$ cat src/rtl/lsu_bus_ctrl_pkg.sv
// Shared definitions for the memory-stage load/store unit.
// Latency: none (constants and types only).
// Backpressure: not applicable.
// Contents: funct3 access-size codes, FSM state type, request fault decode helpers.
package lsu_bus_ctrl_pkg;

  // funct3 codes for loads/stores
  localparam logic [2:0] MEM_B  = 3'b000;
  localparam logic [2:0] MEM_H  = 3'b001;
  localparam logic [2:0] MEM_W  = 3'b010;
  localparam logic [2:0] MEM_BU = 3'b100;
  localparam logic [2:0] MEM_HU = 3'b101;

  typedef enum logic [1:0] {
    S_IDLE = 2'd0,
    S_BUSY = 2'd1,
    S_DONE = 2'd2
  } state_t;

  // Invalid funct3 for the requested direction, or both directions at once.
  function automatic logic req_illegal(input logic rd, input logic wr,
                                       input logic [2:0] f3);
    logic bad_load;
    logic bad_store;
    bad_load  = (f3 != MEM_B) && (f3 != MEM_H) && (f3 != MEM_W) &&
                (f3 != MEM_BU) && (f3 != MEM_HU);
    // Stores have no unsigned variants: only b/h/w are meaningful.
    bad_store = (f3 != MEM_B) && (f3 != MEM_H) && (f3 != MEM_W);
    return (rd & wr) | (rd & bad_load) | (wr & bad_store);
  endfunction

  // Half accesses need addr[0]=0, word accesses need addr[1:0]=0.
  function automatic logic req_misaligned(input logic [2:0] f3,
                                          input logic [1:0] offs);
    logic is_half;
    logic is_word;
    is_half = (f3 == MEM_H) || (f3 == MEM_HU);
    is_word = (f3 == MEM_W);
    return (is_half & offs[0]) | (is_word & (offs != 2'b00));
  endfunction

endpackage

$ cat src/rtl/lsu_lane_align.sv
// Byte-lane steering: store byte enables / replicated write data, and load lane extraction with extension.
// Latency: purely combinational.
// Backpressure: none; the caller decides when the results are used.
// Ports: funct3/offs select size and lane; is_store picks store enables; store_data -> be/wdata; rdata -> ext.
module lsu_lane_align
  import lsu_bus_ctrl_pkg::*;
(
  input  logic [2:0]  funct3,
  input  logic [1:0]  offs,
  input  logic        is_store,
  input  logic [31:0] store_data,
  input  logic [31:0] rdata,
  output logic [3:0]  be,
  output logic [31:0] wdata,
  output logic [31:0] ext
);

  logic [31:0] lane;

  always_comb begin
    be    = 4'b1111;
    wdata = store_data;
    if (is_store) begin
      case (funct3[1:0])
        2'b00: begin
          be    = 4'b0001 << offs;
          wdata = {4{store_data[7:0]}};
        end
        2'b01: begin
          be    = offs[1] ? 4'b1100 : 4'b0011;
          wdata = {2{store_data[15:0]}};
        end
        default: ;
      endcase
    end
  end

  // Shift the addressed byte down to lane 0, then extend from there.
  always_comb begin
    lane = rdata >> {offs, 3'b000};
    ext  = lane;
    case (funct3)
      MEM_B:   ext = {{24{lane[7]}}, lane[7:0]};
      MEM_BU:  ext = {24'h000000, lane[7:0]};
      MEM_H:   ext = {{16{lane[15]}}, lane[15:0]};
      MEM_HU:  ext = {16'h0000, lane[15:0]};
      MEM_W:   ext = lane;
      default: ext = lane;
    endcase
  end

endmodule

$ cat src/rtl/lsu_bus_ctrl.sv
// Memory-stage load/store unit: one decoded load/store -> one word-aligned bus transaction.
// Latency: request in cycle N, bus_req from N+1, bus_ready at N+1+k -> done at N+2+k.
// Backpressure: stall holds the pipeline from the request cycle until the bus answers or times out.
// Ports: clk/rst; mem_read/mem_write/funct3/addr/store_data from EX/MEM; stall/load_data/done and
//        misalign/illegal/bus_err pulses to the pipeline; bus_req/we/addr/be/wdata, bus_ready/rdata to memory.
module lsu_bus_ctrl
  import lsu_bus_ctrl_pkg::*;
#(
  parameter int unsigned TIMEOUT_CYCLES = 255
) (
  input  logic        clk,
  input  logic        rst,
  input  logic        mem_read,
  input  logic        mem_write,
  input  logic [2:0]  funct3,
  input  logic [31:0] addr,
  input  logic [31:0] store_data,
  output logic        stall,
  output logic [31:0] load_data,
  output logic        done,
  output logic        misalign,
  output logic        illegal,
  output logic        bus_err,
  output logic        bus_req,
  output logic        bus_we,
  output logic [31:0] bus_addr,
  output logic [3:0]  bus_be,
  output logic [31:0] bus_wdata,
  input  logic        bus_ready,
  input  logic [31:0] bus_rdata
);

  // Counter value seen in the last BUSY cycle allowed before giving up.
  localparam logic [15:0] TO_LAST = 16'(TIMEOUT_CYCLES - 1);

  state_t      state_q, state_d;
  logic        we_q;
  logic [31:0] addr_q;
  logic [3:0]  be_q;
  logic [31:0] wdata_q;
  logic [2:0]  f3_q;
  logic [15:0] cnt_q;
  logic        err_q;
  logic [31:0] ldata_q;

  logic        req;
  logic        req_ill;
  logic        req_mis;
  logic        accept;
  logic        busy;
  logic [2:0]  sel_f3;
  logic [1:0]  sel_offs;
  logic [3:0]  be_c;
  logic [31:0] wdata_c;
  logic [31:0] ext_c;

  assign req     = mem_read | mem_write;
  assign req_ill = req_illegal(mem_read, mem_write, funct3);
  assign req_mis = req_misaligned(funct3, addr[1:0]);
  assign busy    = (state_q == S_BUSY);

  // One aligner serves both phases: store steering from the live request
  // in IDLE, load extension from the latched request in BUSY.
  assign sel_f3   = busy ? f3_q : funct3;
  assign sel_offs = busy ? addr_q[1:0] : addr[1:0];

  lsu_lane_align u_align (
    .funct3     (sel_f3),
    .offs       (sel_offs),
    .is_store   (mem_write),
    .store_data (store_data),
    .rdata      (bus_rdata),
    .be         (be_c),
    .wdata      (wdata_c),
    .ext        (ext_c)
  );

  assign bus_we    = we_q;
  assign bus_addr  = {addr_q[31:2], 2'b00};
  assign bus_be    = be_q;
  assign bus_wdata = wdata_q;

  always_comb begin
    state_d   = state_q;
    accept    = 1'b0;
    stall     = 1'b0;
    done      = 1'b0;
    misalign  = 1'b0;
    illegal   = 1'b0;
    bus_err   = 1'b0;
    bus_req   = 1'b0;
    load_data = 32'h0;
    // Outputs stay quiet for as long as reset is held, even with a request present.
    if (!rst) begin
      case (state_q)
        S_IDLE: begin
          if (req) begin
            if (req_ill) begin
              illegal = 1'b1;
            end else if (req_mis) begin
              misalign = 1'b1;
            end else begin
              accept  = 1'b1;
              stall   = 1'b1;
              state_d = S_BUSY;
            end
          end
        end
        S_BUSY: begin
          bus_req = 1'b1;
          stall   = 1'b1;
          if (bus_ready || (cnt_q == TO_LAST)) begin
            state_d = S_DONE;
          end
        end
        S_DONE: begin
          // Request inputs still belong to the finished instruction here.
          done      = 1'b1;
          bus_err   = err_q;
          load_data = ldata_q;
          state_d   = S_IDLE;
        end
        default: state_d = S_IDLE;
      endcase
    end
  end

  always_ff @(posedge clk or posedge rst) begin
    if (rst) begin
      state_q <= S_IDLE;
      we_q    <= 1'b0;
      addr_q  <= 32'h0;
      be_q    <= 4'h0;
      wdata_q <= 32'h0;
      f3_q    <= 3'b000;
      cnt_q   <= 16'h0;
      err_q   <= 1'b0;
      ldata_q <= 32'h0;
    end else begin
      state_q <= state_d;
      if (accept) begin
        we_q    <= mem_write;
        addr_q  <= addr;
        be_q    <= be_c;
        wdata_q <= wdata_c;
        f3_q    <= funct3;
        cnt_q   <= 16'h0;
        err_q   <= 1'b0;
        ldata_q <= 32'h0;
      end else if (busy) begin
        cnt_q <= cnt_q + 16'h1;
        if (bus_ready) begin
          // Stores complete with zero load data.
          ldata_q <= we_q ? 32'h0 : ext_c;
        end else if (cnt_q == TO_LAST) begin
          err_q   <= 1'b1;
          ldata_q <= 32'h0;
        end
      end
    end
  end

endmodule

$ cat config.mk
export PLATFORM = sky130hd
export DESIGN_NAME = lsu_bus_ctrl
export DESIGN_NICKNAME = d
export VERILOG_FILES = /design/src/rtl/lsu_bus_ctrl_pkg.sv /design/src/rtl/lsu_lane_align.sv /design/src/rtl/lsu_bus_ctrl.sv
export SDC_FILE = /design/constraint.sdc
export NUM_CORES = 1
export LEC_CHECK = 0
export CAP_MARGIN = 20
export CORE_MARGIN = 2
export CORE_UTILIZATION = 43
export CTS_BUF_LIST = sky130_fd_sc_hd__clkbuf_2 sky130_fd_sc_hd__clkbuf_4 sky130_fd_sc_hd__clkbuf_8
export DETAILED_ROUTE_END_ITERATION = 10
export PLACE_DENSITY = 0.79
export SLEW_MARGIN = 20
export SYNTH_ARGS = -nofsm -noshare
export SYNTH_HDL_FRONTEND = slang
export SYNTH_SLANG_ARGS = --single-unit
$ cat constraint.sdc
create_clock -name clk -period 3.72 [get_ports clk]
set_input_delay 0.372 -clock clk [delete_from_list [all_inputs] [get_ports clk]]
set_output_delay 0.372 -clock clk [all_outputs]
set_load 0.03 [all_outputs]
-- After elaboration in Yosys (flattened, before gate mapping)
Cells that the tools add are included.
- flip-flop bits (word level): 123
- bits in latches: 0
- bits in writable memories: 0
- ROM bits: 0
- input bits: 104
- logic and storage cells: 106
- memories: 0
- add/sub/neg operators: 1
- multiply operators: 0
- divide/modulo/power cells: 0
- order comparisons: 0
- eq/ne operators: 19
- shift operators: 2
- muxes and demuxes: 48
- bitwise operators: 10
- reductions and logical operators: 17
- operator list (kind ; count):
    32-bit two-way mux ; 8
    32-bit case mux with 4 select lines ; 1
    32-bit case mux with 2 select lines ; 1
    16-bit two-way mux ; 2
    32-bit by 5-bit right shift with 32-bit output ; 1
    1-bit two-way mux ; 25
    16-bit by 1-bit adder with 16-bit output (second input constant) ; 1
    16-bit by 8-bit equality test with 1-bit output (second input constant) ; 1
    2-bit two-way mux ; 5
    3-bit equality test (second input constant) ; 3
    4-bit two-way mux ; 2
    4-bit case mux with 2 select lines ; 1
    3-bit by 1-bit equality test with 1-bit output (second input constant) ; 2
    2-bit != test (second input constant) ; 3
    3-bit != test (second input constant) ; 2
    2-bit nonzero test ; 3
    3-bit nonzero test ; 2
    1-bit AND ; 5
    5-bit AND reduction ; 1
    2-bit by 1-bit equality test with 1-bit output (second input constant) ; 2
    1-bit logical AND ; 4
    2-bit zero test ; 2
    2-bit by 1-bit != test with 1-bit output (second input constant) ; 2
    1-bit OR ; 4
    other kinds (13) ; 14

-- Depth between registers and ports, before layout
Gate-level depths: netlist of run 1.
- word-level depth: 14
- depth in mapped cells: 10
- depth with buffers taken out: 8

-- Cells and area by module
Synthesis of run 1 repeated with hierarchy kept, for this count alone.
- cell total of the unflattened synthesis: 672
- area, all modules: 7156.9 um^2
- by module, submodules not included (module ; instances ; cells an instance ; area an instance (um^2) ; sequential area each (um^2)):
    lsu_bus_ctrl ; 1 ; 468 ; 5786.8 ; 3078.0
    lsu_lane_align ; 1 ; 204 ; 1370.1 ; 0.0

-- Least setup slack after synthesis of run 1
No wires, ideal clock.
- path type: register to register
- from: reg state_q[1]
- to: reg ldata_q[10]
- arrival time: 1934 ps
- data required time: 3594 ps
- slack: 1660 ps
- stages on the path, launching flop included: 8
- path buffers: 2
- period minus slack after synthesis: 2060 ps
- cell sequence: dfrtp_1 -> nor2b_4 -> buf_8 -> mux2i_4 -> buf_2 -> mux2i_1 -> o21ai_0 -> a221o_1
- longest elaborated chain between the ends: 8
- elaborated cells between the ends (all ways): 19
- those cells by class: 4 x eq/ne; 1 x shift; 9 x mux; 5 x reduce/logical
- RTL lines (item ; line ; RTL):
    from (decl) ; lsu_bus_ctrl.sv:36 ; state_t state_q, state_d;
    from (signal assigned) ; lsu_bus_ctrl.sv:140 ; state_q <= state_d;
    2-bit by 1-bit equality test with 1-bit output ; lsu_bus_ctrl.sv:60 ; assign busy = (state_q == S_BUSY);
    2-bit two-way mux or 3-bit two-way mux (tied branches) ; lsu_bus_ctrl.sv:65, lsu_bus_ctrl.sv:64 ;
    32-bit by 5-bit right shift with 32-bit output (tied with other cells) ; lsu_lane_align.sv:40 ; lane = rdata >> {offs, 3'b000};
    32-bit case mux with 4 select lines ; lsu_lane_align.sv:42 ; case (funct3)
    32-bit two-way mux ; lsu_bus_ctrl.sv:154 ; ldata_q <= we_q ? 32'h0 : ext_c;
    32-bit two-way mux ; lsu_bus_ctrl.sv:152 ; if (bus_ready) begin
    32-bit two-way mux ; lsu_bus_ctrl.sv:150 ; end else if (busy) begin
    32-bit two-way mux ; lsu_bus_ctrl.sv:141 ; if (accept) begin
    to (signal assigned) ; lsu_bus_ctrl.sv:154 ;
    to (decl) ; lsu_bus_ctrl.sv:44 ; logic [31:0] ldata_q;
Several ways; a longest one is shown, not always the timed one. The select of a mux whose other input is x is not followed.
A chain may end at the register's enable or synchronous reset.

-- Final worst setup path of run 1
- from: in funct3[0]
- to: out stall
- longest elaborated chain between the ends: 12
- elaborated cells between the ends (all ways): 25
- those cells by class: 7 x eq/ne; 5 x mux; 7 x bitwise; 6 x reduce/logical
- RTL lines (item ; line ; RTL):
    from (decl) ; lsu_bus_ctrl.sv:15 ; input logic [2:0] funct3,
    3-bit by 1-bit != test with 1-bit output or 3-bit nonzero test (tied branches) ; lsu_bus_ctrl_pkg.sv:25, lsu_bus_ctrl_pkg.sv:28 ;
    1-bit logical AND (2 in a row) ; lsu_bus_ctrl_pkg.sv:25, lsu_bus_ctrl_pkg.sv:28 ;
    1-bit logical AND ; lsu_bus_ctrl_pkg.sv:25 ; bad_load = (f3 != MEM_B) && (f3 != MEM_H) && (f3 != MEM_W) &&
    1-bit logical AND ; lsu_bus_ctrl_pkg.sv:26 ; (f3 != MEM_BU) && (f3 != MEM_HU);
    1-bit AND ; lsu_bus_ctrl_pkg.sv:29 ; return (rd & wr) | (rd & bad_load) | (wr & bad_store);
    1-bit OR (2 in a row) ; lsu_bus_ctrl_pkg.sv:29 ;
    1-bit two-way mux * ; lsu_bus_ctrl.sv:98 ; if (req_ill) begin
    1-bit two-way mux * ; lsu_bus_ctrl.sv:97 ; if (req) begin
    1-bit case mux with 2 select lines * ; lsu_bus_ctrl.sv:95 ; case (state_q)
    1-bit two-way mux * ; lsu_bus_ctrl.sv:94 ; if (!rst) begin
    to (decl) ; lsu_bus_ctrl.sv:18 ; output logic stall,
Every way passes the cells marked *; elsewhere a longest branch is shown, timed or not.

==> out/qor.log, run 1 <==
INFO  yosys          seq_area_frac_synth=47.7%
INFO  finish         layout_commonest_cell=sky130_fd_sc_hd__nand2_1
INFO  timing         tightest_slew=847ps
INFO  grt            antenna_found_initial=0
INFO  clocking       clock_tree_from_tritoncts=yes
INFO  timing         timing_hold_violations_final=0
INFO  timing         grt_setup_unrepaired=false
INFO  finish         top_library_cells_by_usage_in_the_layout_fill_and_taps_aside=sky130_fd_sc_hd__nand2_1 (226), sky130_fd_sc_hd__clkdlybuf4s50_1 (208), sky130_fd_sc_hd__dfrtp_1 (123), sky130_fd_sc_hd__o21ai_0 (50), sky130_fd_sc_hd__and3_1 (35)
INFO  power          clkPwrFrac=19.5%
INFO  clocking       post_cts_buffers=0
INFO  floorplanning  chipWidth=126um
INFO  routing        drt-vias-per-instance=5.25
INFO  timing         fin_tns_setup=0ps
INFO  placement      placement.io_buffers=208
INFO  routing        drt_drc_violations_left=0
INFO  finish         design.final.nets=988
INFO  clocking       cts_htree_levels=4
INFO  clocking       clkSlewWorstSetupHoldPaths=70ps
INFO  placement      detailed_place.area=8430um2
INFO  yosys          synth_area=6450um2
INFO  clocking       cts_buffer_depth=2
INFO  power          power_density=725nW/um2
INFO  floorplanning  core_area=14600um2
INFO  grt            grt_usage=23.3%
INFO  clocking       cts_buffers=17
INFO  clocking       root_buffer=sky130_fd_sc_hd__clkbuf_8
INFO  worst_setup_path critPathRequiredTime=3350ps
INFO  yosys          distinct_cell_type_count_of_the_synthesized_netlist=58
INFO  power          power.share.switching=40.2%
INFO  finish         antenna_cells_inserted=0
INFO  yosys          mean_cell_area_of_the_mapped_netlist=8.96um2
INFO  yosys          synth-edff-count=0
INFO  placement      gp_routability_congestion=0.846
INFO  floorplanning  die_y=126um
INFO  routing        route.detailed.wl_per_inst=16.9um
INFO  worst_setup_path crit_arrival=2800ps
INFO  finish         syn_to_final_growth=37.1%
INFO  power          power.share.combinational=45.5%
INFO  grt            maximum_number_of_pins_on_one_net_before_global_route_repair=86
INFO  finish         multi_input_area=2910um2
INFO  worst_setup_path timing.critical_path.fanout_max=8
INFO  placement      dp_hpwl=12500um
INFO  yosys          syn_inst=720
INFO  hold_path      hold_path_class=input pin to flip-flop
INFO  routing        drt_pre_antenna_iters=5
INFO  clocking       post_cts_resized=0
INFO  run_status     outcome=complete, no violations
INFO  timing         clock-skew-final=8.74ps
INFO  finish         postLayoutCellArea=8840um2
INFO  floorplanning  initial_core_util=44.2%
INFO  power          switchingPower=0.00258W
INFO  floorplanning  rows=44
INFO  worst_setup_path timing_worst_setup_path_type=input pin to output port
INFO  routing        detailedRoute.firstIterationViolations=401
INFO  yosys          postSynth.asyncResetShare=100%
INFO  timing         slew-limit-headroom=43.3%
INFO  timing         clock.fmax=315MHz
INFO  floorplanning  die_area=16000um2
INFO  grt            first_global_vias=5596
INFO  routing        routed-via-count=5660
INFO  power          design_power_total=0.00641W
INFO  timing         finalSetupViolCount=0
INFO  worst_setup_path worstSetupEndpointType=output port
INFO  power          power.sequential.fraction=34.9%
INFO  routing        drt-total-wl=18200um
INFO  power          intPower=0.00384W
INFO  timing         period_needed=3180ps
INFO  routing        detail-route-antenna-nets=0
INFO  clocking       clock_sinks=123
INFO  timing         fin_hold_ws=457ps
INFO  yosys          yosys_warns=0
INFO  finish         drive_gt1_share=7.72%
INFO  power          power.leakage=4.09nW
INFO  finish         sequential_cell_area=3080um2
INFO  grt            grt_first_pass_wirelength=29400um
INFO  clocking       clk_latency=430ps
INFO  worst_setup_path reg2reg_slack=940ps
INFO  clocking       post_cts_hold_buffer_count=0
INFO  grt            grt_remaining_overflow=0
INFO  worst_setup_path timing.critical_path.from_type=input pin
INFO  floorplanning  io_pins=211
INFO  finish         filler_cell_count=1236
INFO  yosys          synthFlopType=sky130_fd_sc_hd__dfrtp_1
INFO  power          ir_drop=0.411mV
INFO  flow_run       drv_cap=0
INFO  yosys          ys_seq_elements=123
INFO  timing         finalMaxSlewViolations=0
INFO  timing         final_min_period_over_clock_period=85.4%
[flip-flops by register name (all words and copies together) (netlist names)]
register   cells
addr_q        32
bus_be         4
bus_wdata     32
bus_we         1
cnt_q         16
err_q          1
f3_q           3
ldata_q       32
state_q        2
[final timing paths]
kind,depth (start not counted),endpoint,start
worst max-delay path,7,stall,funct3[0]
worst min-delay path,3,addr_q[28],addr[28]
worst max register to register,7,bus_wdata[19],state_q[0]
worst min register to register,2,addr_q[6],addr_q[6]
max in group asynchronous,3,bus_wdata[0],rst
min in group asynchronous,2,bus_wdata[8],rst
[critical path, stage by stage]
cell and delay, ps:
sky130_fd_sc_hd__clkdlybuf4s50_1 660, sky130_fd_sc_hd__nor2_1 140, sky130_fd_sc_hd__mux2_2 280, sky130_fd_sc_hd__a32oi_1 370
sky130_fd_sc_hd__a21oi_1 120, sky130_fd_sc_hd__nor2_1 140, sky130_fd_sc_hd__clkdlybuf4s50_1 710
[routing by layer]
| layer | track usage, % | wire, um |
|---|---|---|
| met5 | 0 | 0 |
| met4 | 8.60 | 374 |
| met3 | 7.97 | 1850 |
| met2 | 35.8 | 8450 |
| met1 | 30.5 | 7540 |
[kinds of logic after synthesis]
group | share of synthesized area (%)
DFF | 47.7
buffers and inverters | 7.49
AOI/OAI and AO/OA | 13.7
other | 0.0582
adders and majority gates | 0.388
and+or+nand+nor | 23.2
xor gates and xnor gates | 1.90
muxes | 5.55
[cell usage after synthesis, types with 2 or more instances]
| cell | instances | area share [%] |
|---|---|---|
| sky130_fd_sc_hd__a211oi_1 | 2 | 0.23 |
| sky130_fd_sc_hd__dfrtp_1 | 123 | 48 |
| sky130_fd_sc_hd__and3_1 | 36 | 3.5 |
| sky130_fd_sc_hd__mux2i_2 | 3 | 0.64 |
| sky130_fd_sc_hd__a21o_1 | 2 | 0.23 |
| sky130_fd_sc_hd__a32o_1 | 7 | 1.1 |
| sky130_fd_sc_hd__a31oi_1 | 3 | 0.29 |
| sky130_fd_sc_hd__a221o_1 | 7 | 1.1 |
| sky130_fd_sc_hd__xnor2_1 | 3 | 0.41 |
| sky130_fd_sc_hd__xor2_1 | 11 | 1.5 |
| sky130_fd_sc_hd__nor3b_1 | 2 | 0.23 |
| sky130_fd_sc_hd__and4_1 | 2 | 0.27 |
| sky130_fd_sc_hd__nor3_1 | 4 | 0.31 |
| sky130_fd_sc_hd__nor2_1 | 33 | 1.9 |
| sky130_fd_sc_hd__o2bb2ai_1 | 15 | 2.0 |
| sky130_fd_sc_hd__o21ai_0 | 50 | 3.9 |
| sky130_fd_sc_hd__mux2_4 | 2 | 0.47 |
| sky130_fd_sc_hd__mux2i_1 | 23 | 3.6 |
| sky130_fd_sc_hd__nand3b_1 | 2 | 0.23 |
| sky130_fd_sc_hd__and2_1 | 4 | 0.39 |
| sky130_fd_sc_hd__nand4_1 | 2 | 0.19 |
| sky130_fd_sc_hd__nand2_1 | 226 | 13 |
| sky130_fd_sc_hd__clkbuf_1 | 30 | 1.7 |
| sky130_fd_sc_hd__mux2i_4 | 2 | 0.70 |
| sky130_fd_sc_hd__inv_1 | 5 | 0.29 |
| sky130_fd_sc_hd__o2bb2ai_2 | 2 | 0.47 |
| sky130_fd_sc_hd__buf_4 | 36 | 4.2 |
| sky130_fd_sc_hd__o21ai_1 | 4 | 0.31 |
| sky130_fd_sc_hd__a21oi_1 | 20 | 1.6 |
| sky130_fd_sc_hd__nand3_1 | 16 | 1.2 |
| sky130_fd_sc_hd__o22a_1 | 2 | 0.27 |
| sky130_fd_sc_hd__buf_2 | 11 | 0.85 |
| sky130_fd_sc_hd__o31ai_2 | 3 | 0.58 |
| sky130_fd_sc_hd__ha_1 | 2 | 0.39 |
| sky130_fd_sc_hd__nor2b_1 | 2 | 0.19 |
[power groups by stage]
stage / registers [W] / clock network [W] / logic (W)
4_1_cts: 0.00224 / 0.00128 / 0.00293
3_3_place_gp: 0.00224 / 0 / 0.00288
6_report: 0.00224 / 0.00125 / 0.00292
5_1_grt: 0.00232 / 0.00134 / 0.00313
2_1_floorplan: 0.00256 / 0 / 0.00162
3_5_place_dp: 0.00225 / 0 / 0.00292
[layout make-up]
class	instances	share of cell area [%]
clock buffer	24	3.38
timing repair buffer	221	24.8
inverter	5	0.241
tap	184	2.60
sequential	123	34.8
multi-input combinational	514	32.9
clock inverter	7	1.30
[through the flow]
step                      util [%]  setup WS [ps]  std cells
after floorplan                  -           77.1        721
after global placement        57.8            613       1047
after detailed placement      57.8            557       1047
after CTS                     60.6            551       1078
after global routing          60.6            375       1078
final                         60.6            545       1078
Power figures use the tool's default switching activity.
==> inputs of run 2 (changes only) <==
- CORE_MARGIN: 2 -> 3
==> run 2 against run 1 <==
  * Non-clock buffer count is 2 higher
  * Global-route usage shrank 1.1 points
  * Setup slack improved by 130 ps
  * Wire length hardly changed
  * Register-to-register slack better by 50 ps
  * Flip-flop and latch count is the same
  * Critical path depth grew 1
  * Clock skew is essentially flat
  * Fmax up 4.2%
  * Combinational power is essentially flat
  * Largest cell class unchanged
==> out/qor.log, run 2 (synthesized netlist as in run 1, its figures left out) <==
INFO  timing         finalSetupViolCount=0 [unchanged]
INFO  timing         period_needed=3050ps [-128 ps]
INFO  worst_setup_path critPathRequiredTime=3350ps [about the same]
INFO  floorplanning  initial_core_util=44.2% [unchanged]
INFO  clocking       clk_latency=450ps [+20 ps]
INFO  grt            maximum_number_of_pins_on_one_net_before_global_route_repair=69 [-20%]
INFO  timing         grt_setup_unrepaired=false
INFO  finish         drive_gt1_share=7.92% [+0.21 points]
INFO  timing         fin_tns_setup=0ps [unchanged]
INFO  worst_setup_path r2r_end=ldata_q[12]
INFO  timing         timing_hold_violations_final=0 [unchanged]
INFO  placement      gp_routability_congestion=0.847 [+0.19%]
INFO  placement      detailed_place.area=8470um2 [+0.48%]
INFO  run_status     outcome=complete, no violations
INFO  floorplanning  rows=44 [unchanged]
INFO  hold_path      hold_depth=3 [unchanged]
INFO  grt            grt_first_pass_wirelength=28800um [-2.3%]
INFO  timing         clock-skew-final=8.60ps [-0.139 ps]
INFO  routing        routed-via-count=5729 [+1.2%]
INFO  hold_path      timing.hold.worst_endpoint=addr_q[30]
INFO  routing        detailedRoute.firstIterationViolations=436 [+8.7%]
INFO  floorplanning  die_area=16500um2 [+3.2%]
INFO  routing        drt_drc_violations_left=0 [unchanged]
INFO  clocking       clock_tree_from_tritoncts=yes
INFO  flow_run       drv_cap=0 [unchanged]
INFO  floorplanning  chipWidth=128um [+1.6%]
INFO  worst_setup_path crit-reg2reg-launch=state_q[0]
INFO  timing         finalMaxSlewViolations=0 [unchanged]
INFO  worst_setup_path crit_arrival=2670ps [-130 ps]
INFO  clocking       post_cts_buffers=0 [unchanged]
INFO  timing         tightest_slew=878ps [+31.1 ps]
INFO  worst_setup_path reg2reg_slack=990ps [+50 ps]
INFO  clocking       cts_buffers=17 [unchanged]
INFO  finish         syn_to_final_growth=37.7%
INFO  worst_setup_path timing_worst_setup_path_type=input pin to output port
INFO  worst_setup_path worst-r2r-cell-count=6 [-1]
INFO  routing        drt-vias-per-instance=5.30 [+1.0%]
INFO  power          ir_drop=0.439mV [+6.8%]
INFO  grt            grt_remaining_overflow=0 [unchanged]
INFO  worst_setup_path timing.critical_path.from_type=input pin
INFO  clocking       cts_htree_levels=4 [unchanged]
INFO  floorplanning  io_pins=211 [unchanged]
INFO  timing         slew-limit-headroom=40.3% [-3.0 points]
INFO  placement      dp_hpwl=12600um [+0.25%]
INFO  power          power_density=722nW/um2 [-0.41%]
INFO  finish         antenna_cells_inserted=0 [unchanged]
INFO  clocking       post_cts_resized=0 [unchanged]
INFO  routing        drt-total-wl=18200um [about the same]
INFO  clocking       clock_sinks=123 [unchanged]
INFO  finish         postLayoutCellArea=8880um2 [+0.40%]
INFO  grt            grt_usage=22.2% [-1.1 points]
INFO  grt            first_global_vias=5454 [-2.5%]
INFO  finish         design.final.nets=990 [+0.20%]
INFO  worst_setup_path worstSetupEndpointType=output port
INFO  routing        route.detailed.wl_per_inst=16.9um [-0.27%]
INFO  clocking       root_buffer=sky130_fd_sc_hd__clkbuf_8
INFO  finish         layout_commonest_cell=sky130_fd_sc_hd__nand2_1
INFO  placement      placement.io_buffers=208 [unchanged]
INFO  clocking       clkSlewWorstSetupHoldPaths=70ps [about the same]
INFO  routing        detail-route-antenna-nets=0 [unchanged]
INFO  clocking       cts_buffer_depth=2 [unchanged]
INFO  timing         clock.fmax=328MHz [+4.2%]
INFO  hold_path      hold_path_class=input pin to flip-flop
INFO  finish         top_library_cells_by_usage_in_the_layout_fill_and_taps_aside=sky130_fd_sc_hd__nand2_1 (226), sky130_fd_sc_hd__clkdlybuf4s50_1 (208), sky130_fd_sc_hd__dfrtp_1 (123), sky130_fd_sc_hd__o21ai_0 (50), sky130_fd_sc_hd__and3_1 (35)
INFO  routing        drt_pre_antenna_iters=5 [unchanged]
INFO  hold_path      hold_path_startpoint=addr[30]
INFO  clocking       post_cts_hold_buffer_count=0 [unchanged]
INFO  worst_setup_path timing.critical_path.fanout_max=8 [unchanged]
INFO  power          power.leakage=4.11nW [+0.50%]
INFO  grt            antenna_found_initial=1 [+1]
INFO  floorplanning  core_area=14600um2 [unchanged]
INFO  timing         final_min_period_over_clock_period=81.9% [-3.5 points]
INFO  floorplanning  die_y=128um [+1.6%]
==> run 2: cell types whose count changed in the layout (fill, tap and decap cells not counted), sizes merged <==
| cell | change |
|---|---|
| buf | +2 |
| clkinv | +2 |
| clkbuf | -1 |
| clkinvlp | -1 |
==> run 2: final cells by class <==
class | instances | area [um2]
tap | 184 | 230
multi-input combinational | 514 | 2910
timing repair buffer | 223 | 2230
sequential | 123 | 3080
clock buffer | 23 | 292
fill | 1231 | 5710
inverter | 5 | 21.3
clock inverter | 8 | 118
==> run 2: worst max-delay path, stage by stage <==
cell and delay (ps):
sky130_fd_sc_hd__clkdlybuf4s50_1 670, sky130_fd_sc_hd__nor2_1 130, sky130_fd_sc_hd__mux2_2 280, sky130_fd_sc_hd__a32oi_1 140
sky130_fd_sc_hd__buf_4 160, sky130_fd_sc_hd__a21oi_1 60, sky130_fd_sc_hd__nor2_1 140, sky130_fd_sc_hd__clkdlybuf4s50_1 710
==> run 2: how the worst max path moves through the flow <==
stage / startpoint / endpoint / cells past startpoint
after global placement: funct3[0] / stall / 8
final: funct3[0] / stall / 8
after detailed placement: funct3[0] / stall / 8
after floorplan: rst / addr_q[0] / 1
after global routing: funct3[0] / stall / 8
after CTS: funct3[0] / stall / 8
==> run 2: stage by stage <==
| stage | total power, W | std cells | util (%) | hold WS (ps) | setup WS [ps] |
|---|---|---|---|---|---|
| finish | 0.00641 | 1080 | 60.9 | 441 | 673 |
| floorplan | 0.00419 | 721 | - | 442 | 77.1 |
| detailed placement | 0.00519 | 1049 | 58.1 | 462 | 676 |
| global route | 0.00679 | 1080 | 60.9 | 428 | 513 |
| CTS | 0.00645 | 1080 | 60.9 | 418 | 665 |
| global placement | 0.00514 | 1049 | 58.1 | 454 | 709 |
==> run 2: report_power, final <==
part	leakage (nW)	internal (W)	switching [W]
combinational	2.33	0.00122	0.00170
sequential	1.57	0.00189	0.000363
clock	0.213	0.000719	0.000523
total	4.11	0.00383	0.00258
==> run 2: metal layers <==
layer / part of all wire [%] / GRT usage (%) / vias to the layer above
met5: 0.071 / 0 / -
met4: 1.6 / 6.49 / 2
met3: 10 / 8.09 / 28
met2: 47 / 34.4 / 250
met1: 42 / 29.4 / 2715
li1: - / - / 2734
